--- src/rtl/gray_sync_fifo.sv ---
// gray_sync_fifo
//   Single-clock FIFO whose read and write pointers are kept as Gray-coded
//   (ADDR_WIDTH+1)-bit counters. Full and empty come only from comparing the
//   two Gray pointers, so the same pointer logic can later be split across
//   clock domains. Both Gray pointers are exported for synchronisers/monitors.
//
// Parameters
//   WIDTH       data bus width (> 0)
//   ADDR_WIDTH  address width, DEPTH = 2**ADDR_WIDTH (> 0)
//
// Ports
//   iw_clk           clock, rising edge
//   iw_reset         synchronous active-high reset
//   iw_wr            write request
//   iwv_wr_data      write data
//   ow_full          FIFO full
//   ow_wr_err        one-cycle pulse after a write requested while full
//   iw_rd            read request
//   owv_rd_data      registered read data (1-cycle latency)
//   ow_rd_valid      owv_rd_data holds a newly read word this cycle
//   ow_empty         FIFO empty
//   ow_rd_err        one-cycle pulse after a read requested while empty
//   owv_wr_ptr_gray  write pointer, Gray code
//   owv_rd_ptr_gray  read pointer, Gray code
//
// Optional build macro GRAY_FIFO_LEVEL_EN adds:
//   owv_level        occupancy, 0..DEPTH
//   ow_almost_full   owv_level >= DEPTH-1
//   ow_almost_empty  owv_level <= 1

module gray_sync_fifo #(
    parameter int WIDTH      = 8,
    parameter int ADDR_WIDTH = 2
) (
    input  logic                  iw_clk,
    input  logic                  iw_reset,
    input  logic                  iw_wr,
    input  logic [WIDTH-1:0]      iwv_wr_data,
    output logic                  ow_full,
    output logic                  ow_wr_err,
    input  logic                  iw_rd,
    output logic [WIDTH-1:0]      owv_rd_data,
    output logic                  ow_rd_valid,
    output logic                  ow_empty,
    output logic                  ow_rd_err,
`ifdef GRAY_FIFO_LEVEL_EN
    output logic [ADDR_WIDTH:0]   owv_level,
    output logic                  ow_almost_full,
    output logic                  ow_almost_empty,
`endif
    output logic [ADDR_WIDTH:0]   owv_wr_ptr_gray,
    output logic [ADDR_WIDTH:0]   owv_rd_ptr_gray
);

    localparam int PW    = ADDR_WIDTH + 1;
    localparam int DEPTH = 2 ** ADDR_WIDTH;
    // Full pattern: top two Gray bits inverted, the rest equal.
    localparam logic [ADDR_WIDTH:0] FULL_MASK = PW'(3) << (ADDR_WIDTH - 1);

    function automatic logic [ADDR_WIDTH:0] gray2bin(input logic [ADDR_WIDTH:0] g);
        logic [ADDR_WIDTH:0] b;
        b = g;
        // Prefix XOR from the MSB down.
        for (int unsigned i = 1; i <= ADDR_WIDTH; i++) begin
            b = b ^ (g >> i);
        end
        return b;
    endfunction

    function automatic logic [ADDR_WIDTH:0] bin2gray(input logic [ADDR_WIDTH:0] b);
        return b ^ (b >> 1);
    endfunction

    logic [WIDTH-1:0]      r_mem [DEPTH];
    logic [ADDR_WIDTH:0]   r_wr_ptr_gray;
    logic [ADDR_WIDTH:0]   r_rd_ptr_gray;
    logic [WIDTH-1:0]      r_rd_data;
    logic                  r_rd_valid;
    logic                  r_wr_err;
    logic                  r_rd_err;

    logic [ADDR_WIDTH:0]   w_wr_bin;
    logic [ADDR_WIDTH:0]   w_rd_bin;
    logic                  w_full;
    logic                  w_empty;
    logic                  w_wr_accept;
    logic                  w_rd_accept;

    always_comb begin
        w_wr_bin    = gray2bin(r_wr_ptr_gray);
        w_rd_bin    = gray2bin(r_rd_ptr_gray);
        w_empty     = (r_wr_ptr_gray == r_rd_ptr_gray);
        w_full      = (r_wr_ptr_gray == (r_rd_ptr_gray ^ FULL_MASK));
        w_wr_accept = iw_wr && !w_full;
        w_rd_accept = iw_rd && !w_empty;
    end

    // Storage is not reset; discarding words only needs the pointers cleared.
    always_ff @(posedge iw_clk) begin
        if (w_wr_accept && !iw_reset) begin
            r_mem[w_wr_bin[ADDR_WIDTH-1:0]] <= iwv_wr_data;
        end
    end

    always_ff @(posedge iw_clk) begin
        if (iw_reset) begin
            r_wr_ptr_gray <= '0;
            r_rd_ptr_gray <= '0;
            r_rd_data     <= '0;
            r_rd_valid    <= 1'b0;
            r_wr_err      <= 1'b0;
            r_rd_err      <= 1'b0;
        end else begin
            if (w_wr_accept) begin
                r_wr_ptr_gray <= bin2gray(w_wr_bin + 1'b1);
            end
            if (w_rd_accept) begin
                r_rd_ptr_gray <= bin2gray(w_rd_bin + 1'b1);
                r_rd_data     <= r_mem[w_rd_bin[ADDR_WIDTH-1:0]];
            end
            r_rd_valid <= w_rd_accept;
            r_wr_err   <= iw_wr && w_full;
            r_rd_err   <= iw_rd && w_empty;
        end
    end

    assign ow_full         = w_full;
    assign ow_empty        = w_empty;
    assign ow_wr_err       = r_wr_err;
    assign ow_rd_err       = r_rd_err;
    assign owv_rd_data     = r_rd_data;
    assign ow_rd_valid     = r_rd_valid;
    assign owv_wr_ptr_gray = r_wr_ptr_gray;
    assign owv_rd_ptr_gray = r_rd_ptr_gray;

`ifdef GRAY_FIFO_LEVEL_EN
    logic [ADDR_WIDTH:0] w_level;

    always_comb begin
        // Modular subtraction is exact because occupancy never exceeds DEPTH.
        w_level = w_wr_bin - w_rd_bin;
    end

    assign owv_level       = w_level;
    assign ow_almost_full  = (w_level >= PW'(DEPTH - 1));
    assign ow_almost_empty = (w_level <= PW'(1));
`endif

endmodule

--- config.mk ---
export PLATFORM = sky130hd
export DESIGN_NAME = gray_sync_fifo
export DESIGN_NICKNAME = d
export VERILOG_FILES = /design/src/rtl/gray_sync_fifo.sv
export SDC_FILE = /design/constraint.sdc
export NUM_CORES = 1
export LEC_CHECK = 0
export BUFFER_PORTS_ARGS = -buffer_cell sky130_fd_sc_hd__buf_2
export CORE_MARGIN = 2
export CORE_UTILIZATION = 40
export DETAILED_ROUTE_END_ITERATION = 16
export PLACE_DENSITY_LB_ADDON = 0.15
export RECOVER_POWER = 100
export SYNTH_ARGS = -nofsm -noshare
export SYNTH_HDL_FRONTEND = slang
export SYNTH_SLANG_ARGS = --single-unit
--- constraint.sdc ---
create_clock -name iw_clk -period 2.1 [get_ports iw_clk]
set_clock_uncertainty 0.1 [all_clocks]
set_input_delay 0.525 -clock iw_clk [delete_from_list [all_inputs] [get_ports iw_clk]]
set_output_delay 0.525 -clock iw_clk [all_outputs]
set_load 0.05 [all_outputs]
==> results.md, run 1 <==
- **Die H** 79.4 µm
- **routed metal-1 wirelength** 2030 µm
- **number of diodes added for antenna fixing** 0
- **placer congestion estimate** 0.720
- **terminating pin of the worst hold path** r_mem[0][0]
- **Final Core Density** 0.474
- **class of the most critical setup path** reg -> out
- **number of antenna violations at the first check in global routing** 0
- **horizontal die dimension** 79.4 µm
- **worst max-slew margin expressed relative to the limit** 0.514
- **final number of hold-violating endpoints** 0
- **f_max** 0.494 GHz
- **Std-Cell Core Area** 5510 µm²
- **crit path capture type** output pin
- **CTS tree** yes
- **basic-gate share of the synthesized area counting and, or, nand and nor cells** 0.108
- **Mean Syn Cell Area** 14.3 µm²
- **portion of total power attributed to combinational logic** 0.304
- **DP HPWL** 3070 µm
- **Synth cell types** 31
- **total standard cell area after synthesis** 2270 µm²
- **Worst-path clk slew** 0.10 ns
- **setup TNS** 0 ns
- **portion of total power attributed to the clock network** 0.234
- **switching share of power** 0.357
- **unrepaired setup endpoints after global routing** no
- **area fraction in compound gates after synthesis** 0.0847
- **detailed route wirelength on metal3** 140 µm
- **cell row count** 27
- **insertion delay to the later sink of the worst-skew pair** 0.30 ns
- **max cap viols** 0
- **startpoint of the worst hold path** iwv_wr_data[0]
- **layout cells sized above 1** 0.299
- **total gr overflow** 0
- **number of levels the H-tree was split into** 2
- **mux cell area share after synthesis** 0.136
- **vias in the first global route** 1,429
- **routed wl met2** 2200 µm
- **count of buffers inserted at the top-level ports** 30
- **CTS root buf** sky130_fd_sc_hd__clkbuf_8
- **combinational family with the most area after synthesis** multiplexers
- **number of filler cells placed in the layout** 514
- **fraction of the cycle the final worst path needs** 0.963
- **net count reported at finish** 208
- **setup slack of the worst register-to-register path** 0.13 ns
- **drt pass-1 iters** 4
- **overall track demand over capacity in global routing** 0.147
- **DIE AREA** 6310 µm²
- **drt first-iter violations** 39
- **net switching power figure** 0.891 mW
- **sequential-to-total area share from yosys stat** 0.572
- **area added between synthesis and finish** 14.9%
- **Max Buffers Root-to-Sink** 2
- **VDD IR max** 395 µV
- **XOR/XNOR Fraction of Synth Area** 0.0479
- **DR top layer** met4
- **Total Routed Length** 4390 µm
- **Critical Path Fanout Max** 5
- **number of nets with antenna violations after routing** 0
- **starting density of the core** 0.413
- **Post-Place Setup Slack** 0.285 ns
- **total of endpoints with negative setup slack in the final report** 0
- **leakage dissipation** 0.909 nW
- **internal power** 1.61 mW
- **residual DRC count** 0
- **path category of the worst min-delay check** in -> reg
- **global-route wire length before repair** 7100 µm
- **transition time at the pin with the least slew margin** 0.724 ns
- **average wire length per cell after detail routing** 16.3 µm
- **detailed-route vias per instance** 5.14
- **post-synthesis adder-cell area fraction** 0
- **number of max-slew violations in the final report** 0
- **number of CTS-inserted buffers** 5
- **Cells after Synth** 159
- **I/O pin total** 31
- **terminus of the critical flop-to-flop path** r_mem[2][3]
- **final worst path period need** 2.02 ns
- **total number of vias** 1,382
- **final setup slack of the worst path** 0.0770 ns
- **post-synthesis net count** 171
- **path depth of the worst reg2reg path** 4
- **Synth warnings** 0
- **arrival time worst endpoint** 1.40 ns
- **outcome** completed
- **pin count of the biggest net entering global routing** 32
- **Power Density** 956 nW/µm²
- **relative contribution of sequential cells to total power** 0.462
- **Hold Path Depth** 1
- **Sink Count** 49
- **required time worst endpoint** 1.47 ns
- **sort of element at the start of the critical path** flip-flop
- **total of flip-flops plus latches after synthesis** 49
cells in the mapped netlist:
| cell | number | area share |
|---|---|---|
| sky130_fd_sc_hd__nor2b_1 | 1 | 0.0028 |
| sky130_fd_sc_hd__and3b_1 | 1 | 0.0039 |
| sky130_fd_sc_hd__nor3b_1 | 9 | 0.030 |
| sky130_fd_sc_hd__o311ai_0 | 1 | 0.0039 |
| sky130_fd_sc_hd__nor4_1 | 2 | 0.0055 |
| sky130_fd_sc_hd__nor3_1 | 3 | 0.0066 |
| sky130_fd_sc_hd__xor2_1 | 4 | 0.015 |
| sky130_fd_sc_hd__mux2_2 | 8 | 0.040 |
| sky130_fd_sc_hd__o21ai_1 | 8 | 0.018 |
| sky130_fd_sc_hd__buf_6 | 4 | 0.020 |
| sky130_fd_sc_hd__clkbuf_1 | 3 | 0.0050 |
| sky130_fd_sc_hd__o311ai_1 | 2 | 0.0077 |
| sky130_fd_sc_hd__or2_2 | 2 | 0.0055 |
| sky130_fd_sc_hd__xnor2_1 | 1 | 0.0039 |
| sky130_fd_sc_hd__dfxtp_1 | 17 | 0.15 |
| sky130_fd_sc_hd__a31oi_1 | 1 | 0.0028 |
| sky130_fd_sc_hd__mux2i_1 | 22 | 0.097 |
| sky130_fd_sc_hd__and2b_1 | 1 | 0.0033 |
| sky130_fd_sc_hd__xnor2_2 | 4 | 0.029 |
| sky130_fd_sc_hd__a311oi_1 | 1 | 0.0039 |
| sky130_fd_sc_hd__nor3_2 | 1 | 0.0044 |
| sky130_fd_sc_hd__or2b_1 | 2 | 0.0066 |
| sky130_fd_sc_hd__edfxtp_1 | 32 | 0.42 |
| sky130_fd_sc_hd__o31ai_4 | 1 | 0.0094 |
| sky130_fd_sc_hd__clkbuf_8 | 3 | 0.018 |
| sky130_fd_sc_hd__nand2b_1 | 6 | 0.017 |
| sky130_fd_sc_hd__and2b_2 | 6 | 0.023 |
| sky130_fd_sc_hd__a41oi_1 | 8 | 0.031 |
| sky130_fd_sc_hd__a311o_4 | 1 | 0.0088 |
| sky130_fd_sc_hd__inv_1 | 3 | 0.0050 |
| sky130_fd_sc_hd__buf_4 | 1 | 0.0033 |
power groups by stage:
stage,registers [mW],clock network (mW),logic (mW)
finish,1.15,0.583,0.760
global route,1.17,0.648,0.809
CTS,1.15,0.612,0.801
detailed placement,1.17,0,0.793
global placement,1.17,0,0.786
floorplan,1.35,0,0.444
cell families after synthesis:
group           Yosys count
buf+inv                  14
simple gates             34
xor+xnor                  9
mux                      30
flops                    49
compound gates           23
critical path: stages, from the launching register on:
cell and delay, ns:
sky130_fd_sc_hd__dfxtp_2 0.34, sky130_fd_sc_hd__xor2_2 0.23, sky130_fd_sc_hd__nor3_4 0.22, sky130_fd_sc_hd__clkbuf_2 0.30
state kept, by name, summed over array words and instances (netlist names), named ones only:
signal	cells
ow_rd_valid	1
owv_rd_data	8
owv_rd_ptr_gray	1
r_mem	32
ow_rd_err	1
owv_wr_ptr_gray	1
ow_wr_err	1
metal layers:
| metal | vias up | global-route usage |
|---|---|---|
| met2 | 23 | 0.247 |
| met1 | 680 | 0.194 |
| met5 | - | 0 |
| li1 | 677 | - |
| met3 | 2 | 0.0351 |
| met4 | 0 | 0.0310 |
stage by stage:
stage | area, µm² | total power, mW | instances | hold WS (ns)
5_1_grt | 2610 | 2.62 | 269 | 0.394
4_1_cts | 2670 | 2.57 | 269 | 0.323
3_5_place_dp | 2560 | 1.97 | 261 | 0.472
2_1_floorplan | 2350 | 1.80 | 159 | 0.524
6_report | 2610 | 2.50 | 269 | 0.389
3_3_place_gp | 2560 | 1.95 | 261 | 0.440
cell type report:
type                            count  area, µm²  share of cell area
Clock inverter                      3       28.8              0.0110
Sequential cell                    49       1310               0.501
Clock buffer                        5       68.8              0.0263
Inverter                            3       11.3             0.00431
Multi-Input combinational cell     96        915               0.350
Timing Repair Buffer               41        190              0.0728
Tap cell                           72       90.1              0.0345
cell usage in the layout (no fill, tap or decap), types with 7 or more instances in the layout:
master	count
sky130_fd_sc_hd__mux2_2	8
sky130_fd_sc_hd__clkbuf_2	7
sky130_fd_sc_hd__clkbuf_1	24
sky130_fd_sc_hd__dfxtp_1	11
sky130_fd_sc_hd__nor3b_1	9
sky130_fd_sc_hd__o21ai_0	7
sky130_fd_sc_hd__a41oi_1	8
sky130_fd_sc_hd__mux2i_1	22
sky130_fd_sc_hd__edfxtp_1	32
how the worst max path moves through the flow:
stage                        from     endpoint  slack [ns]  cells after the start
2_1_floorplan  owv_wr_ptr_gray[0]  r_mem[1][0]       -0.02                      4
3_3_place_gp            flip-flop  r_mem[2][6]        0.31                      4
3_5_place_dp             iw_reset  r_mem[2][0]        0.28                      4
4_1_cts        owv_wr_ptr_gray[0]     ow_empty        0.07                      3
5_1_grt                 flip-flop      ow_full        0.03                      3
6_report       owv_wr_ptr_gray[0]     ow_empty        0.08                      3
timing repair:
item                                    CTS  global route
resized for setup                         1             0
endpoints found under the setup margin    1             0
hold buffers                              0             0
buffers inserted                          0             0
Note: power is estimated with default switching activity, not from simulation.
==> run 2, diff against run 1 <==
PLACE_DENSITY_LB_ADDON = 0.05   (was 0.15)
==> results.md, run 2 (synthesis results as in run 1) <==
- **outcome** completed, unchanged
- **worst path cell trace** xor2_2 -> nor3_4 -> clkbuf_2, unchanged
- **top library cells by usage in the layout, fill and taps aside** 32 x sky130_fd_sc_hd__edfxtp_1, 26 x sky130_fd_sc_hd__clkbuf_1, 22 x sky130_fd_sc_hd__mux2i_1, was 32 x sky130_fd_sc_hd__edfxtp_1, 24 x sky130_fd_sc_hd__clkbuf_1, 22 x sky130_fd_sc_hd__mux2i_1
- **required time worst endpoint** 1.47 ns, about the same
- **class of the most critical setup path** reg -> out, unchanged
- **layout cells sized above 1** 0.293, was 0.299
- **final worst path period need** 2.01 ns, was 2.02 ns
- **CTS tree** yes, unchanged
- **Worst-path clk slew** 0.09 ns, was 0.10 ns
- **Critical-path top delay cell** sky130_fd_sc_hd__dfxtp_1, was sky130_fd_sc_hd__dfxtp_2
- **Final Core Density** 0.473, was 0.474
- **drt pass-1 iters** 4, unchanged
- **DP HPWL** 3110 µm, was 3070 µm
- **crit path capture type** output pin, unchanged
- **net count reported at finish** 209, was 208
- **global-route wire length before repair** 7340 µm, was 7100 µm
- **Critical Path Fanout Max** 5, unchanged
- **number of antenna violations at the first check in global routing** 0, unchanged
- **worst max-slew margin expressed relative to the limit** 0.510, was 0.514
- **number of nets with antenna violations after routing** 0, unchanged
- **total number of vias** 1,390, was 1,382
- **Hold Buf Count CTS** 0, unchanged
- **horizontal die dimension** 79.4 µm, unchanged
- **fraction of the cycle the final worst path needs** 0.955, was 0.963
- **number of levels the H-tree was split into** 2, unchanged
- **average wire length per cell after detail routing** 16.9 µm, was 16.3 µm
- **residual DRC count** 0, unchanged
- **f_max** 0.498 GHz, was 0.494 GHz
- **path category of the worst min-delay check** in -> reg, unchanged
- **total of endpoints with negative setup slack in the final report** 0, unchanged
- **Resized Gates After CTS** 0, was 1
- **Power Density** 939 nW/µm², was 956 nW/µm²
- **Layout Cells excl Fill** 270, was 269
- **transition time at the pin with the least slew margin** 0.730 ns, was 0.724 ns
- **number of flip-flops under the largest register name** 32, unchanged
- **max cap viols** 0, unchanged
- **Post-Place Setup Slack** 0.282 ns, was 0.285 ns
- **total gr overflow** 0, unchanged
- **Std-Cell Core Area** 5510 µm², unchanged
- **count of buffers inserted at the top-level ports** 30, unchanged
- **pin count of the biggest net entering global routing** 32, unchanged
- **overall track demand over capacity in global routing** 0.156, was 0.147
- **area added between synthesis and finish** 14.5%, was 14.9%
- **Die H** 79.4 µm, unchanged
- **CTS root buf** sky130_fd_sc_hd__clkbuf_8, unchanged
- **detailed-route vias per instance** 5.15, was 5.14
- **number of max-slew violations in the final report** 0, unchanged
- **Max Buffers Root-to-Sink** 2, unchanged
- **unrepaired setup endpoints after global routing** no, unchanged
- **sort of element at the start of the critical path** flip-flop, unchanged
- **setup TNS** 0 ns, unchanged
- **Total Routed Length** 4560 µm, was 4390 µm
- **total placed cells including tap cells** 262, was 261
- **final setup slack of the worst path** 0.0935 ns, was 0.0770 ns
- **number of CTS-inserted buffers** 5, unchanged
- **VDD IR max** 420 µV, was 395 µV
- **starting density of the core** 0.413, unchanged
- **number of diodes added for antenna fixing** 0, unchanged
- **final number of hold-violating endpoints** 0, unchanged
- **insertion delay to the later sink of the worst-skew pair** 0.29 ns, was 0.30 ns
- **I/O pin total** 31, unchanged
- **buffers inserted during post-CTS setup optimization** 0, unchanged
- **drt first-iter violations** 33, was 39
- **Sink Count** 49, unchanged
- **total power of the final layout** 2.45 mW, was 2.50 mW
- **leakage dissipation** 0.906 nW, was 0.909 nW
- **Critical Path Max Stage Delay** 0.34 ns, about the same
- **cell row count** 27, unchanged
- **placer congestion estimate** 0.758, was 0.720
- **DIE AREA** 6310 µm², unchanged
- **vias in the first global route** 1,448, was 1,429
- **most frequent standard cell in the layout excluding fill and tap cells** sky130_fd_sc_hd__edfxtp_1, unchanged
- **arrival time worst endpoint** 1.38 ns, was 1.40 ns
==> run 2: cell type report <==
| class | instances | area [µm²] |
|---|---|---|
| Inverter | 3 | 11.3 |
| Clock inverter | 1 | 8.76 |
| Clock buffer | 7 | 76.3 |
| Timing Repair Buffer | 42 | 198 |
| Tap cell | 72 | 90.1 |
| Fill cell | 534 | 2900 |
| Multi-Input combinational cell | 96 | 913 |
| Sequential cell | 49 | 1310 |
==> run 2: metrics by stage <==
step / area (µm²) / hold slack (ns)
after floorplan: 2350 / 0.524
after global placement: 2570 / 0.449
after detailed placement: 2570 / 0.467
after CTS: 2660 / 0.331
after global routing: 2610 / 0.398
final: 2610 / 0.386
==> run 2: worst paths after layout <==
check / startpoint / endpoint / slack [ns] / cells after the start
worst min-delay path: iwv_wr_data[1] / r_mem[0][1] / 0.39 / 1
worst min register to register: flip-flop / flip-flop / 0.47 / 2
worst max register to register: owv_wr_ptr_gray[0] / r_mem[2][2] / 0.14 / 4
worst max-delay path: owv_wr_ptr_gray[0] / ow_empty / 0.09 / 3
==> run 2: worst max-delay path: cells and delay by family, from the launching register on <==
family                 cells  cell delay (ns)
flip-flops                 1             0.34
buffers and inverters      1             0.30
AND/OR/NAND/NOR            1             0.22
XOR/XNOR                   1             0.23
==> run 2: power breakdown <==
group | leakage [nW] | switching, mW | internal [mW]
clock network | 0.0424 | 0.295 | 0.238
registers | 0.432 | 0.0516 | 1.10
logic | 0.431 | 0.503 | 0.257
==> run 2: per-layer routing <==
layer,part of all wire,wire [µm],vias up,global-route usage
met1,0.45,2040,682,0.188
met3,0.030,139,4,0.0351
met4,0.010,46,0,0.0379
met2,0.51,2330,27,0.281
li1,-,-,677,-
met5,0,0,-,0
==> run 3, diff against run 2 <==
CELL_PAD_IN_SITES_DETAIL_PLACEMENT = 1   (was unset)
CELL_PAD_IN_SITES_GLOBAL_PLACEMENT = 1   (was unset)
==> results.md, run 3 (synthesis results as in run 1) <==
- **outcome** completed, unchanged
- **setup TNS** 0 ns, unchanged
- **class of the most critical setup path** reg -> reg, was reg -> out
- **CTS tree** yes, unchanged
- **Std-Cell Core Area** 5510 µm², unchanged
- **Hold Path Depth** 1, unchanged
- **sort of element at the start of the critical path** flip-flop, unchanged
- **Critical-path top delay cell** sky130_fd_sc_hd__o31ai_1, was sky130_fd_sc_hd__dfxtp_1
- **crit path capture type** flip-flop, was output pin
- **Layout Cells excl Fill** 271, was 270
- **worst path cell trace** xor2_2 -> o31ai_1 -> buf_4 -> nor3_2 -> clkbuf_4, was xor2_2 -> nor3_4 -> clkbuf_2
- **f_max** 0.496 GHz, was 0.498 GHz
- **required time worst endpoint** 2.04 ns, was 1.47 ns
- **arrival time worst endpoint** 1.96 ns, was 1.38 ns
- **Hold Slack** 0.384 ns, was 0.386 ns
- **path depth of the worst reg2reg path** 5, was 4
- **horizontal die dimension** 79.4 µm, unchanged
- **total number of vias** 1,427, was 1,390
- **final setup slack of the worst path** 0.0856 ns, was 0.0935 ns
- **net count reported at finish** 210, was 209
- **number of flip-flops under the largest register name** 32, unchanged
- **Worst path top cell family by delay** compound AO/OA/AOI/OAI gates, was flip-flops
- **final worst path period need** 2.01 ns, about the same
- **Max Buffers Root-to-Sink** 2, unchanged
- **Worst-path clk slew** 0.09 ns, about the same
- **insertion delay to the later sink of the worst-skew pair** 0.30 ns, was 0.29 ns
- **VDD IR max** 406 µV, was 420 µV
- **Post-Place Setup Slack** 0.0896 ns, was 0.282 ns
- **leakage dissipation** 0.905 nW, was 0.906 nW
- **DP HPWL** 3320 µm, was 3110 µm
- **buffers inserted during post-CTS setup optimization** 0, unchanged
- **portion of total power attributed to the clock network** 0.221, was 0.218
- **Die H** 79.4 µm, unchanged
- **number of levels the H-tree was split into** 2, unchanged
- **drt first-iter violations** 23, was 33
- **CTS root buf** sky130_fd_sc_hd__clkbuf_8, unchanged
- **detailed-route vias per instance** 5.27, was 5.15
- **portion of total power attributed to combinational logic** 0.307, was 0.311
- **transition time at the pin with the least slew margin** 0.610 ns, was 0.730 ns
- **Critical Path Max Stage Delay** 0.54 ns, was 0.34 ns
- **placer congestion estimate** 0.759, was 0.758
- **layout cells sized above 1** 0.276, was 0.293
- **total gr overflow** 0, unchanged
- **total of endpoints with negative setup slack in the final report** 0, unchanged
- **final number of hold-violating endpoints** 0, unchanged
- **vias in the first global route** 1,459, was 1,448
- **global-route wire length before repair** 7530 µm, was 7340 µm
- **worst reg2reg path startpoint** owv_wr_ptr_gray[0], unchanged
- **fraction of the cycle the final worst path needs** 0.959, was 0.955
- **residual DRC count** 0, unchanged
- **starting density of the core** 0.413, unchanged
- **average wire length per cell after detail routing** 17.3 µm, was 16.9 µm
- **unrepaired setup endpoints after global routing** no, unchanged
- **switching share of power** 0.348, was 0.347
- **startpoint of the worst hold path** iwv_wr_data[5], was iwv_wr_data[1]
- **number of CTS-inserted buffers** 5, unchanged
- **Sink Count** 49, unchanged
- **total placed cells including tap cells** 263, was 262
- **number of diodes added for antenna fixing** 0, unchanged
- **number of nets with antenna violations after routing** 0, unchanged
- **worst max-slew margin expressed relative to the limit** 0.595, was 0.510
- **max cap viols** 0, unchanged
- **overall track demand over capacity in global routing** 0.161, was 0.156
- **DIE AREA** 6310 µm², unchanged
- **area added between synthesis and finish** 14.8%, was 14.5%
- **setup slack of the worst register-to-register path** 0.09 ns, was 0.14 ns
- **pin count of the biggest net entering global routing** 31, was 32
- **I/O pin total** 31, unchanged
- **Critical Path Fanout Max** 8, was 5
- **most frequent standard cell in the layout excluding fill and tap cells** sky130_fd_sc_hd__edfxtp_1, unchanged
- **terminus of the critical flop-to-flop path** r_mem[1][5], was r_mem[2][2]
- **top library cells by usage in the layout, fill and taps aside** 32 x sky130_fd_sc_hd__edfxtp_1, 27 x sky130_fd_sc_hd__clkbuf_1, 22 x sky130_fd_sc_hd__mux2i_1, was 32 x sky130_fd_sc_hd__edfxtp_1, 26 x sky130_fd_sc_hd__clkbuf_1, 22 x sky130_fd_sc_hd__mux2i_1
- **Power Density** 933 nW/µm², was 939 nW/µm²
- **terminating pin of the worst hold path** r_mem[2][5], was r_mem[0][1]
- **area taken by flip-flops and latches** 1310 µm², about the same
- **net switching power figure** 0.847 mW, was 0.849 mW
- **internal power** 1.59 mW, was 1.60 mW
- **drt pass-1 iters** 2, was 4
- **number of antenna violations at the first check in global routing** 0, unchanged
- **number of filler cells placed in the layout** 597, was 534
- **Total Routed Length** 4700 µm, was 4560 µm
- **crit path buf inv count** 2, was 1
- **cell row count** 27, unchanged
- **relative contribution of sequential cells to total power** 0.473, was 0.472
- **number of max-slew violations in the final report** 0, unchanged
- **count of buffers inserted at the top-level ports** 30, unchanged
- **area of the multi-input gates** 902 µm², was 913 µm²
- **path category of the worst min-delay check** in -> reg, unchanged
-- run 3: timing repair --
item,4_1_cts,5_1_grt
pin swaps,0,0
gates resized for setup,2,5
hold buffers,0,0
setup endpoints to repair,1,3
-- run 3: how the worst max path moves through the flow --
stage | from | to | slack, ns | depth (start not counted)
floorplan | owv_wr_ptr_gray[0] | r_mem[1][0] | -0.02 | 4
detailed placement | owv_wr_ptr_gray[0] | r_mem[2][1] | 0.09 | 3
global route | flip-flop | ow_full | 0.01 | 4
finish | owv_wr_ptr_gray[0] | r_mem[1][5] | 0.09 | 5
global placement | owv_rd_ptr_gray[0] | r_mem[2][1] | 0.16 | 3
CTS | flip-flop | ow_full | 0.02 | 4
-- run 3: routing by layer --
layer,part of all wire,up-vias,track usage
met3,0.039,4,0.0407
met2,0.54,27,0.292
met5,0,-,0
li1,-,680,-
met1,0.42,716,0.191
met4,0.0087,0,0.0414
-- run 3: worst reg2reg max path, stage by stage, from the launching register on --
cell and delay, ns:
sky130_fd_sc_hd__dfxtp_1 0.35, sky130_fd_sc_hd__xor2_2 0.22, sky130_fd_sc_hd__o31ai_1 0.54, sky130_fd_sc_hd__buf_4 0.27
sky130_fd_sc_hd__nor3_2 0.06, sky130_fd_sc_hd__clkbuf_4 0.23
-- run 3: area by class of cell --
type                    count  area share
clock buffers               7      0.0292
clock inverters             1     0.00335
inverters                   3     0.00431
multi-input cells          96       0.345
flip-flops and latches     49       0.503
well taps                  72      0.0345
repair buffers             43      0.0805
-- run 3: stage by stage --
stage | util | power, mW | area, µm²
after detailed placement | 0.469 | 1.97 | 2580
after global placement | 0.469 | 1.96 | 2580
after global routing | 0.474 | 2.55 | 2610
final | 0.474 | 2.44 | 2610
after CTS | 0.485 | 2.51 | 2670
after floorplan | - | 1.80 | 2350
-- run 3: power by group through the flow --
stage               Sequential [mW]  Clock [mW]  Combinational, mW
floorplan                      1.35           0              0.444
detailed placement             1.18           0              0.799
global placement               1.17           0              0.787
CTS                            1.15       0.549              0.805
global route                   1.16       0.592              0.799
finish                         1.15       0.538              0.747
